==> config.mk <==
export PLATFORM = sky130hd
export DESIGN_NAME = vc_link_arbiter
export DESIGN_NICKNAME = d
export VERILOG_FILES = /design/src/rtl/vc_link_arbiter.sv
export SDC_FILE = /design/constraint.sdc
export NUM_CORES = 1
export LEC_CHECK = 0
export CORE_MARGIN = 2
export CORE_UTILIZATION = 34
export CTS_BUF_LIST = sky130_fd_sc_hd__clkbuf_4
export DETAILED_ROUTE_END_ITERATION = 6
export GPL_TIMING_DRIVEN = 0
export MAX_ROUTING_LAYER = met4
export PLACE_DENSITY = 0.9
export SKIP_CTS_REPAIR_TIMING = 1
export SYNTH_ARGS = -nofsm -noshare
export SYNTH_HDL_FRONTEND = slang
export SYNTH_SLANG_ARGS = --single-unit
export TNS_END_PERCENT = 30
==> constraint.sdc <==
create_clock -name clk -period 2.2 [get_ports clk]
set_input_delay 0.55 -clock clk [delete_from_list [all_inputs] [get_ports clk]]
set_output_delay 0.55 -clock clk [all_outputs]
set_load 0.01 [all_outputs]
==> src/rtl/vc_link_arbiter.sv <==
// Wormhole arbiter: VC lanes share one registered flit link, head-to-tail locking with round-robin.
// Optional VC0_PRIORITY_EN: lane 0 wins idle arbitration outright and never advances rr_ptr.

module vc_lane_dec (
    input  logic       valid,
    input  logic [1:0] ftype,
    input  logic       owned,
    output logic       head,
    output logic       err
);
    assign head = valid && (ftype == 2'b01);
    // a non-head flit is only legal from the lane currently holding the link
    assign err  = valid && (ftype != 2'b01) && !owned;
endmodule

module vc_link_arbiter #(
    parameter  int VC         = 4,
    parameter  int DATA_WIDTH = 32,
    localparam int VCW        = $clog2(VC)
) (
    input  logic                     clk,
    input  logic                     rst,
    input  logic [VC*DATA_WIDTH-1:0] in_data,
    input  logic [VC-1:0]            in_valid,
    output logic [VC-1:0]            in_ready,
    output logic [DATA_WIDTH-1:0]    out_data,
    output logic [VCW-1:0]           out_vc,
    output logic                     out_valid,
    input  logic                     out_ready,
    output logic                     busy,
    output logic                     proto_err
);
    typedef enum logic {IDLE, LOCK} state_t;

    localparam logic [VCW:0]   VC_L = (VCW+1)'(VC);
    localparam logic [VCW-1:0] LAST = VCW'(VC - 1);

    state_t                state, state_nx;
    logic [VCW-1:0]        gnt, gnt_nx, rr_ptr, rr_nx, gnt_inc;
    logic [VCW-1:0]        win, sel;
    logic                  win_vld, slot_free, xfer;
    logic [VC-1:0]         head, err, owned, cand;
    logic [VCW:0]          idx;
    logic [DATA_WIDTH-1:0] sel_flit;
    logic [1:0]            sel_type;

    genvar g;
    generate
        for (g = 0; g < VC; g++) begin : g_lane
            assign owned[g] = (state == LOCK) && (gnt == VCW'(g));
            vc_lane_dec u_dec (
                .valid (in_valid[g]),
                .ftype (in_data[g*DATA_WIDTH + DATA_WIDTH - 1 -: 2]),
                .owned (owned[g]),
                .head  (head[g]),
                .err   (err[g])
            );
        end
    endgenerate

    assign slot_free = !out_valid || out_ready;
    assign busy      = (state == LOCK);

    // first eligible head searching rr_ptr, rr_ptr+1, ... modulo VC
    always_comb begin
        win     = '0;
        win_vld = 1'b0;
        idx     = '0;
        cand    = head;
`ifdef VC0_PRIORITY_EN
        cand[0] = 1'b0;
        if (head[0]) win_vld = 1'b1;
`endif
        for (int i = 0; i < VC; i++) begin
            idx = {1'b0, rr_ptr} + (VCW+1)'(i);
            if (idx >= VC_L) idx = idx - VC_L;
            if (!win_vld && cand[idx[VCW-1:0]]) begin
                win_vld = 1'b1;
                win     = idx[VCW-1:0];
            end
        end
    end

    always_comb begin
        in_ready = '0;
        if (rst) begin
            if (state == LOCK)  in_ready[gnt] = slot_free;
            else if (win_vld)   in_ready[win] = slot_free;
        end
    end

    assign sel      = (state == LOCK) ? gnt : win;
    assign sel_flit = in_data[sel*DATA_WIDTH +: DATA_WIDTH];
    assign sel_type = sel_flit[DATA_WIDTH-1 -: 2];
    assign xfer     = |(in_valid & in_ready);
    assign gnt_inc  = (gnt == LAST) ? '0 : gnt + 1'b1;

    always_comb begin
        state_nx = state;
        gnt_nx   = gnt;
        rr_nx    = rr_ptr;
        case (state)
            IDLE: if (xfer) begin
                state_nx = LOCK;
                gnt_nx   = win;
            end
            LOCK: if (xfer && sel_type == 2'b11) begin
                state_nx = IDLE;
`ifdef VC0_PRIORITY_EN
                if (gnt != '0) rr_nx = gnt_inc;
`else
                rr_nx = gnt_inc;
`endif
            end
            default: state_nx = IDLE;
        endcase
    end

    always_ff @(posedge clk or negedge rst) begin
        if (!rst) begin
            state     <= IDLE;
            gnt       <= '0;
            rr_ptr    <= '0;
            out_data  <= '0;
            out_vc    <= '0;
            out_valid <= 1'b0;
            proto_err <= 1'b0;
        end else begin
            state  <= state_nx;
            gnt    <= gnt_nx;
            rr_ptr <= rr_nx;
            if (xfer) begin
                out_data  <= sel_flit;
                out_vc    <= sel;
                out_valid <= 1'b1;
            end else if (out_ready) begin
                out_valid <= 1'b0;
            end
            if (|err) proto_err <= 1'b1;
        end
    end
endmodule

Word level (Yosys, flattened, before mapping)
Index checks and enable logic that the tools add are counted.
{"block": "classes", "n_addsub": 8, "n_lt_le_gt_ge": 12, "n_eq_ne": 12, "shifts": 1, "mux": 34, "n_bitwise": 4, "reduce_logical": 37}
{"operator": "indexed part select 128 x 8 -> 32 bit", "n": 1}
{"operator": "logical AND 1 bit", "n": 22}
{"operator": "two-way mux 2 bit", "n": 10}
{"operator": "less-than comparator 2 x 3 -> 1 bit (second input constant)", "n": 6}
{"operator": "two-way mux 1 bit", "n": 14}
{"operator": "bitwise AND 4 bit", "n": 3}
{"operator": "two-way mux 4 bit", "n": 3}
{"operator": "== test 2 x 1 -> 1 bit (second input constant)", "n": 5}
{"operator": ">= comparator 3 bit (second input constant)", "n": 3}
{"operator": "binary-select mux 1 bit (select 2 bit)", "n": 4}
{"operator": "logical NOT 1 bit", "n": 8}
{"operator": "inequality test 2 x 1 -> 1 bit (second input constant)", "n": 4}
{"operator": "OR reduction 4 bit", "n": 2}
{"operator": "subtractor 2 x 1 -> 2 bit (second input constant)", "n": 4}
{"operator": "adder 2 x 2 -> 3 bit (second input constant)", "n": 2}
{"operator": "== test 2 bit (second input constant)", "n": 3}
{"operator": "demux 1 bit (select 2 bit)", "n": 2}
{"operator": ">= comparator 2 x 1 -> 1 bit (second input constant)", "n": 2}
{"operator": "AND reduction 2 bit", "n": 2}
{"operator": "adder 2 x 1 -> 3 bit (second input constant)", "n": 1}
{"operator": ">= comparator 2 x 3 -> 1 bit (second input constant)", "n": 1}
{"operator": "adder 2 x 1 -> 2 bit (second input constant)", "n": 1}
{"operator": "logical NOT 2 bit", "n": 1}
{"operator": "one-hot mux 1 bit (2 select lines)", "n": 1}
{"operator": "3 further kinds", "n": 3}
{"block": "word_totals", "regBits": 41, "in_bits": 135, "output_inout_bits": 41, "elab_cells": 115}

Longest topological paths before layout
Gate-level depths: netlist of run 1.
{"block": "logic_depth", "ltp_word": 27, "ltp_mapped": 10, "mapped_depth_nobuf": 9}

Cells and area by module
From an unflattened synthesis of run 1, not the netlist that was laid out.
{"block": "hier_totals", "hier_cells": 280, "hier_area_um2": 3261.9}
{"mod": "vc_link_arbiter", "n_inst": 1, "cells_per_inst": 268, "area_per_inst_um2": 3131.8, "seq_area_each_um2": 1026.0}
{"mod": "vc_lane_dec", "n_inst": 4, "cells_per_inst": 3, "area_per_inst_um2": 32.5, "seq_area_each_um2": 0.0}

Least setup slack after synthesis of run 1
No wires, ideal clock.
{"block": "synth_timing", "path_type": "input -> output", "from": "input port in_data[63]", "to": "output port in_ready[1]", "t_arrival_ns": 1.767, "t_required_ns": 1.650, "setup_slack_ns": -0.117, "path_stages": 5, "n_path_buf": 0, "path_cell_list": "nand3b_1 > a311oi_2 > nor2_1 > or3_1 > a21oi_1"}
{"block": "synth_via", "elab_chain_len": 22, "elab_cells_between_ends": 33, "classes_between": "order compare: 2; eq/ne: 1; mux: 21; bitwise: 1; reduce/logical: 8"}
{"element": "from (decl)", "line": "23", "source": "input logic [VC*DATA_WIDTH-1:0] in_data,"}
{"element": "== test 2 x 1 -> 1 bit *", "line": "11", "source": "assign head = valid && (ftype == 2'b01);"}
{"element": "logical AND 1 bit *", "line": "11"}
{"element": "binary-select mux 1 bit (select 2 bit)", "line": "77", "source": "if (!win_vld && cand[idx[VCW-1:0]]) begin"}
{"element": "two-way mux 1 bit (not written as such)", "line": "77"}
{"element": "two-way mux 1 bit", "line": "77"}
{"element": "logical NOT 1 bit", "line": "77"}
{"element": "logical AND 1 bit", "line": "77"}
{"element": "two-way mux 1 bit", "line": "77"}
{"element": "[... 6 more ...]"}
{"element": "less-than comparator 2 x 3 -> 1 bit (not written as such) / >= comparator 2 x 1 -> 1 bit (equally long branches)", "line": "88", "source": "else if (win_vld) in_ready[win] = slot_free;"}
{"element": "logical AND 1 bit (not written as such)", "line": "88"}
{"element": "two-way mux 1 bit (not written as such)", "line": "88"}
{"element": "demux 1 bit (select 2 bit)", "line": "88"}
{"element": "bitwise AND 4 bit (no source line)"}
{"element": "two-way mux 4 bit *", "line": "88"}
{"element": "two-way mux 4 bit *", "line": "87", "source": "if (state == LOCK) in_ready[gnt] = slot_free;"}
{"element": "two-way mux 4 bit *", "line": "86", "source": "if (rst) begin"}
{"element": "to (decl)", "line": "25", "source": "output logic [VC-1:0] in_ready,"}
Every way passes the cells marked *; elsewhere a longest branch is shown, timed or not. The select of a mux whose other input is x is not followed.

Worst setup path after layout of run 1
Ends and elaborated chain as after synthesis.

==> qor.tcl, run 1 <==
set qor(timing.setup.critical_path_class) {primary input to primary output}
set qor(final_routed_drc_violation_total) 0
set qor(worst_slew_margin_rel_pct) 64.10
set qor(smallest_setup_slack_after_layout_ps) -562.4
set qor(cpLargestDelayFamily) {simple AND/OR/NAND/NOR gates}
set qor(gr-total-overflow) 0
set qor(path_max_fanout) 4
set qor(clk_root_buffer_cell) {clkbuf_4}
set qor(tritoncts.num_buffers) 5
set qor(synth-seq-area-share_pct) 38.41
set qor(postRouteWirelength_mm) 9.871
set qor(ys_dominant_reg_cell) {dfrtp_1}
set qor(netlist_area_mm2) 0.002671
set qor(synth.largest_area_cell) {dfrtp_1}
set qor(insertion_delay_ps) 350
set qor(num_vias) 3009
set qor(ys_seq_elements) 41
set qor(worst-endpoint-required_ps) 1650
set qor(grt.total_usage_pct) 22.60
set qor(cts_max_level) 2
set qor(reg2reg_slack_ps) -310
set qor(synth_mux_area_share_pct) 25.34
set qor(tightestPinTransition_ps) 538.6
set qor(min_period_over_period_pct) 125.6
set qor(synth_compound_area_share_pct) 16.35
set qor(antenna_found_initial) 0
set qor(critPathArrivalTime_ps) 2210
set qor(synthTopCellsByArea) {dfrtp_1 (38%), mux2i_1 (23%), o221ai_1 (9.8%), nand2_1 (6.0%), ha_1 (1.9%)}
set qor(post-place-cells) 539
set qor(netlist-cell-type-count) 39
set qor(clockBufferDepth) 2
set qor(yosys_warnings) 0
set qor(maxCapViolations) 0
set qor(grt_setup_unrepaired) {yes}
set qor(synthesis.nets) 400
set qor(tritoncts) {yes}
set qor(cts.reportedPaths.clkPinSlew_ps) 130
set qor(dieWidth_um) 92.64
set qor(ys_top_cells_by_count) {mux2i_1 (62), nand2_1 (43), dfrtp_1 (41), o221ai_1 (30), clkbuf_1 (12)}
set qor(tritoncts_num_sinks) 41
set qor(violations) {setup timing}
set qor(buffer_ports.inserted) 175
set qor(period_needed_ps) 2762
set qor(grt_pass1_vias) 3058
set qor(initial_core_utilization_pct) 34.75
set qor(instances_no_fill) 565
set qor(synth.most_common_cell) {mux2i_1}
set qor(post_synth_xor_area_fraction_pct) 0
set qor(area_taken_by_multi_input_logic_gates_mm2) 0.001632
set qor(drt_pass1_iterations) 4
set qor(core-area_mm2) 0.007687
set qor(ioPinCount) 176
set qor(hp-class) {primary input to asynchronous set/reset pin}
set qor(gp_congestion) 0.9205
set qor(grt_start_max_net_pins) 24
set qor(area.growth.synth_to_final_pct) 86.09
set qor(core.rowCount) 32
set qor(layout-drive-gt1-share_pct) 15.77
set qor(pwr_density_cell_mw_per_mm2) 1045
set qor(setup.worst_path.end_class) {primary output}
set qor(diodes) 0
set qor(routedWlPerCell_um) 17.47
set qor(wire_length_of_the_first_global_routing_pass_mm) 14.96
set qor(max_stage_delay_ps) 430
set qor(drt-vias-per-instance) 5.326
set qor(die_h_um) 92.64
set qor(fillers) 655
set qor(worst_hold_slack_ps) 160.6
set qor(timing_max_transition_violations_final) 0
set qor(post_synth_inst_count) 261
set qor(synth_top_family_by_area) {multiplexers}
set qor(post_synth.cell_area_avg_um2) 10.23
set qor(layout.nets) 601
set qor(synth-edff-count) 0
set qor(floorplan.die_area_mm2) 0.008582
set qor(setup-violations-final) 38
set qor(cp_cell_sequence) {dlymetal6s2s_1 > nand3b_1 > buf_4 > o21ai_2 > o211ai_1 > or3_4 > a21oi_2 > buf_2}
set qor(synthAdderAreaFrac_pct) 1.874
set qor(synth.top_cell.area_share_pct) 38.41
set qor(crit_path_start_kind) {primary input}
set qor(yosys.area_share.simple_pct) 14.52
set qor(power_leakage_nw) 2.390
set qor(final_util_pct) 64.66
set qor(timing_hold_violations_final) 0
set qor(worst_clock_skew_ps) 9.367
set qor(detailed_place_hpwl_mm) 7.497
set qor(fmax_mhz) 362.0
set qor(drt_iter0_markers) 112
set qor(crit_buf_inv) 3
set qor(final-seq-area_mm2) 0.001028
set qor(worst_vdd_drop_uv) 448.0
set qor(remaining_number_of_nets_flagged_by_the_antenna_check_after_routing) 0
set qor(ys_async_sr_fraction_pct) 100.0
set qor(worst_path_max_delay_cell) {or3_4}
set qor(result_of_the_run) {finished, violations left}
[final timing paths]
check                                               from  cells past startpoint                       end
max in group asynchronous                            rst                      2   out_data[1]$_DFFE_PN0P_
worst min-delay path                                 rst                      1  out_data[26]$_DFFE_PN0P_
min in group clk                out_data[30]$_DFFE_PN0P_                      1  out_data[30]$_DFFE_PN0P_
worst max register to register     rr_ptr[1]$_DFFE_PN0P_                     10     rr_ptr[1]$_DFFE_PN0P_
worst max-delay path                         in_data[63]                      8               in_ready[1]
worst min register to register  out_data[30]$_DFFE_PN0P_                      1  out_data[30]$_DFFE_PN0P_
[power breakdown]
group	switching (W)	leakage, nW	internal, W
clock network	0.000255	0.0354	0.000135
logic	0.00156	1.85	0.00193
registers	0.000214	0.503	0.00111
[per-layer routing]
| metal | part of all wire [%] | vias up | wire [um] | GRT usage, % |
|---|---|---|---|---|
| li1 | - | 1400 | - | - |
| met1 | 39 | 1439 | 3892 | 26.37 |
| met2 | 51 | 148 | 5073 | 39.23 |
| met3 | 7.0 | 22 | 694 | 5.126 |
| met4 | 2.1 | 0 | 210 | 6.495 |
| met5 | 0 | - | 0 | - |
[per-stage QoR]
stage               setup slack (ps)  cell area [um^2]  setup TNS (ps)  total power (W)
finish                        -562.4              4971           -5246         0.005193
floorplan                     -18.58              2675          -37.16         0.002972
CTS                            -1218              4632          -20040         0.004744
detailed placement             -1202              4577          -34280         0.004350
global route                  -614.1              4971           -9432         0.005540
global placement               -2188              4554         -106610         0.004253
[area by class of cell]
class | instances | area share, %
plain buffers | 19 | 3.322
clock buffers | 6 | 0.9061
clock inverters | 2 | 0.2014
inverters | 3 | 0.2265
multi-input cells | 198 | 32.82
flip-flops and latches | 41 | 20.69
well taps | 102 | 2.567
repair buffers | 194 | 39.26
[state kept, by name (all words and copies together) (netlist names)]
signal / cells
out_data: 32
proto_err: 1
rr_ptr: 2
busy: 1
gnt: 2
out_valid: 1
out_vc: 2
[logic make-up (layout without fill, tap and decap cells)]
kind of cell             Yosys count  count (layout)
AO/OA/AOI/OAI                     54              54
flip-flops                        41              41
buffers and inverters             22             224
multiplexers                      66              66
AND/OR/NAND/NOR                   74              74
adder cells (fa/ha/maj)            4               4
[cells in the final DEF (no fill, tap or decap), drive strengths merged, types with 2 or more instances in the layout]
cell type,count
buf,32
dfrtp,41
nand4,2
clkdlybuf4s50,158
nand2,43
o221ai,30
mux2i,62
nor2,2
a21o,2
ha,4
dlymetal6s2s,7
o21ai,4
a21oi,7
nand3b,5
nand4b,2
a22oi,2
nand3,5
inv,3
nand4bb,2
nand2b,6
and3b,2
mux2,3
clkbuf,22
clkinv,2
[worst reg2reg max path, stage by stage, from the launching register on]
cell and delay [ps]:
dfrtp_2 450, buf_4 150, nor4bb_4 280, o21ai_2 130, buf_4 150, a32oi_1 190, buf_4 210, mux4_2 320
nand2_1 160, nor2b_4 70, mux2_1 310
Power figures use the tool's default switching activity.
==> run 2, diff against run 1 <==
==> constraint.sdc (replaced) <==
create_clock -name clk -period 2.4 [get_ports clk]
set_input_delay 0.6 -clock clk [delete_from_list [all_inputs] [get_ports clk]]
set_output_delay 0.6 -clock clk [all_outputs]
set_load 0.05 [all_outputs]
==> run 2 against run 1 <==
Net effect:
- the flow still finishes with violations (setup timing)
- cell count shrank 1.8%
- register-to-register slack improved by 280 ps
- critical path depth is 1 lower
- worst setup slack improved by 270 ps
- power up 2.1%
- global-route usage down 0.69 points
- sequential cell count unchanged
- die area unchanged
- via count decreased by 1.8%
- hold slack got worse by 120 ps
- clock skew is essentially flat
- final area fell by 4.9%
- largest cell class unchanged
==> qor.tcl, run 2 (same netlist as run 1, synthesis figures left out) <==
set qor(result_of_the_run) {finished, violations left}
set qor(violations) {setup timing}
set qor(min_period_over_period_pct) 112.3
set qor(clockBufferDepth) 2
set qor(worstRegToRegCells) 10
set qor(core-area_mm2) 0.007687
set qor(setup-violations-final) 6
set qor(largest_reg_flops) 32
set qor(drt-vias-per-instance) 5.326
set qor(worst_slew_margin_rel_pct) 63.94
set qor(tritoncts.num_buffers) 5
set qor(critPathArrivalTime_ps) 2100
set qor(antenna_found_initial) 0
set qor(ioPinCount) 176
set qor(insertion_delay_ps) 340
set qor(worst_clock_skew_ps) 9.179
set qor(drt_iter0_markers) 77
set qor(num_vias) 2956
set qor(cts.reportedPaths.clkPinSlew_ps) 120
set qor(buffer_ports.inserted) 175
set qor(power_leakage_nw) 2.264
set qor(floorplan.die_area_mm2) 0.008582
set qor(setup.worst_path.end_class) {primary output}
set qor(regToRegEndpoint) {rr_ptr[1]$_DFFE_PN0P_}
set qor(fmax_mhz) 370.9
set qor(drt_pass1_iterations) 4
set qor(tritoncts) {yes}
set qor(path_max_fanout) 4
set qor(final_routed_drc_violation_total) 0
set qor(smallest_setup_slack_after_layout_ps) -296.2
set qor(tightestPinTransition_ps) 539.2
set qor(reg2reg_slack_ps) -30
set qor(area_taken_by_multi_input_logic_gates_mm2) 0.001604
set qor(post-place-cells) 539
set qor(fillers) 646
set qor(gr-total-overflow) 0
set qor(total_power_w) 0.005301
set qor(place_worst_setup_slack_ps) -1465
set qor(wire_length_of_the_first_global_routing_pass_mm) 14.56
set qor(grt_start_max_net_pins) 41
set qor(final-seq-area_mm2) 0.001027
set qor(diodes) 0
set qor(maxCapViolations) 0
set qor(core.rowCount) 32
set qor(clk_root_buffer_cell) {clkbuf_4}
set qor(timing_max_transition_violations_final) 0
set qor(timing_hold_violations_final) 0
set qor(area.growth.synth_to_final_pct) 77.00
set qor(postRouteWirelength_mm) 9.392
set qor(cts_max_level) 2
set qor(worst_r2r_startpoint) {gnt[1]$_DFFE_PN0P_}
set qor(gp_congestion) 0.8910
set qor(detailed_place_hpwl_mm) 7.444
set qor(pwr_density_cell_mw_per_mm2) 1121
set qor(register_with_the_highest_flop_count) {out_data}
set qor(remaining_number_of_nets_flagged_by_the_antenna_check_after_routing) 0
set qor(initial_core_utilization_pct) 34.75
set qor(grt.total_usage_pct) 21.91
set qor(die_h_um) 92.64
set qor(layout-drive-gt1-share_pct) 14.35
set qor(worst_vdd_drop_uv) 508.8
set qor(grt_setup_unrepaired) {yes}
set qor(most-common-layout-cells) {clkdlybuf4s50_1 (158), mux2i_1 (61), nand2_1 (42)}
set qor(layout.nets) 592
set qor(period_needed_ps) 2696
set qor(instances_no_fill) 555
set qor(routedWlPerCell_um) 16.92
set qor(crit_path_start_kind) {primary input}
set qor(worst-endpoint-required_ps) 1800
set qor(most_frequent_standard_cell_in_the_layout_excluding_fill_and_tap_cells) {clkdlybuf4s50_1}
set qor(grt_pass1_vias) 2938
set qor(dieWidth_um) 92.64
set qor(tritoncts_num_sinks) 41
set qor(final.setup.tns_ps) -1160
set qor(timing.setup.critical_path_class) {primary input to primary output}
set qor(hp-class) {primary input to asynchronous set/reset pin}
run 2: cell count changes in the layout (fill, tap and decap cells not counted), moves of 2 or more:
cell,previous run,this run
clkbuf_2,7,16
buf_12,6,1
buf_4,16,11
dlymetal6s2s_1,7,3
mux2i_1,57,61
mux2i_2,5,1
buf_2,7,5
clkbuf_16,2,0
clkinv_2,2,0
run 2: critical path, stage by stage:
cell and delay [ps]:
buf_8 90, nand3b_1 250, a311oi_2 400, nor2_2 100, or3_4 350, a21oi_4 130
buf_6 170
run 2: stage by stage:
step	instance area [um^2]	utilization (%)	hold WS, ps
floorplan	2690	-	304.4
global placement	4569	59.44	461.4
detailed placement	4584	59.64	422.6
CTS	4633	60.27	31.61
global route	4728	61.51	26.74
finish	4728	61.51	43.27
run 2: how the worst max path moves through the flow:
stage	start	endpoint	slack, ps
final	in_data[63]	in_ready[1]	-300
after global routing	rr_ptr[1]$_DFFE_PN0P_	in_ready[2]	-350
after CTS	in_data[30]	in_ready[1]	-1490
after detailed placement	in_data[30]	in_ready[1]	-1470
after global placement	rst	in_ready[3]	-2380
after floorplan	in_data[95]	in_ready[3]	-210
run 2: per-layer routing:
metal	global-route usage [%]	share of wire (%)
met3	5.045	7.0
met5	-	0
met2	37.71	52
met4	5.515	1.2
met1	26.11	39
run 2: layout make-up:
class                      instances  share of cell area [%]
sequential                        41                   21.73
timing repair buffer             185                   38.24
clock inverter                     1                 0.07939
clock buffer                       6                  0.9526
multi-input combinational        198                   33.92
tap                              102                   2.699
buffer                            19                   2.143
inverter                           3                  0.2382
run 2: power breakdown:
part	internal [W]	switching, W	leakage (nW)
Clock	0.000118	0.000224	0.0292
Sequential	0.00101	0.000199	0.505
Combinational	0.00148	0.00227	1.73
Total	0.00261	0.00269	2.26
==> run 3, diff against run 2 <==
- RECOVER_POWER: default -> 100
==> results of run 3 <==
Same layout as run 2: the final DEF is identical, and so are final timing and power.
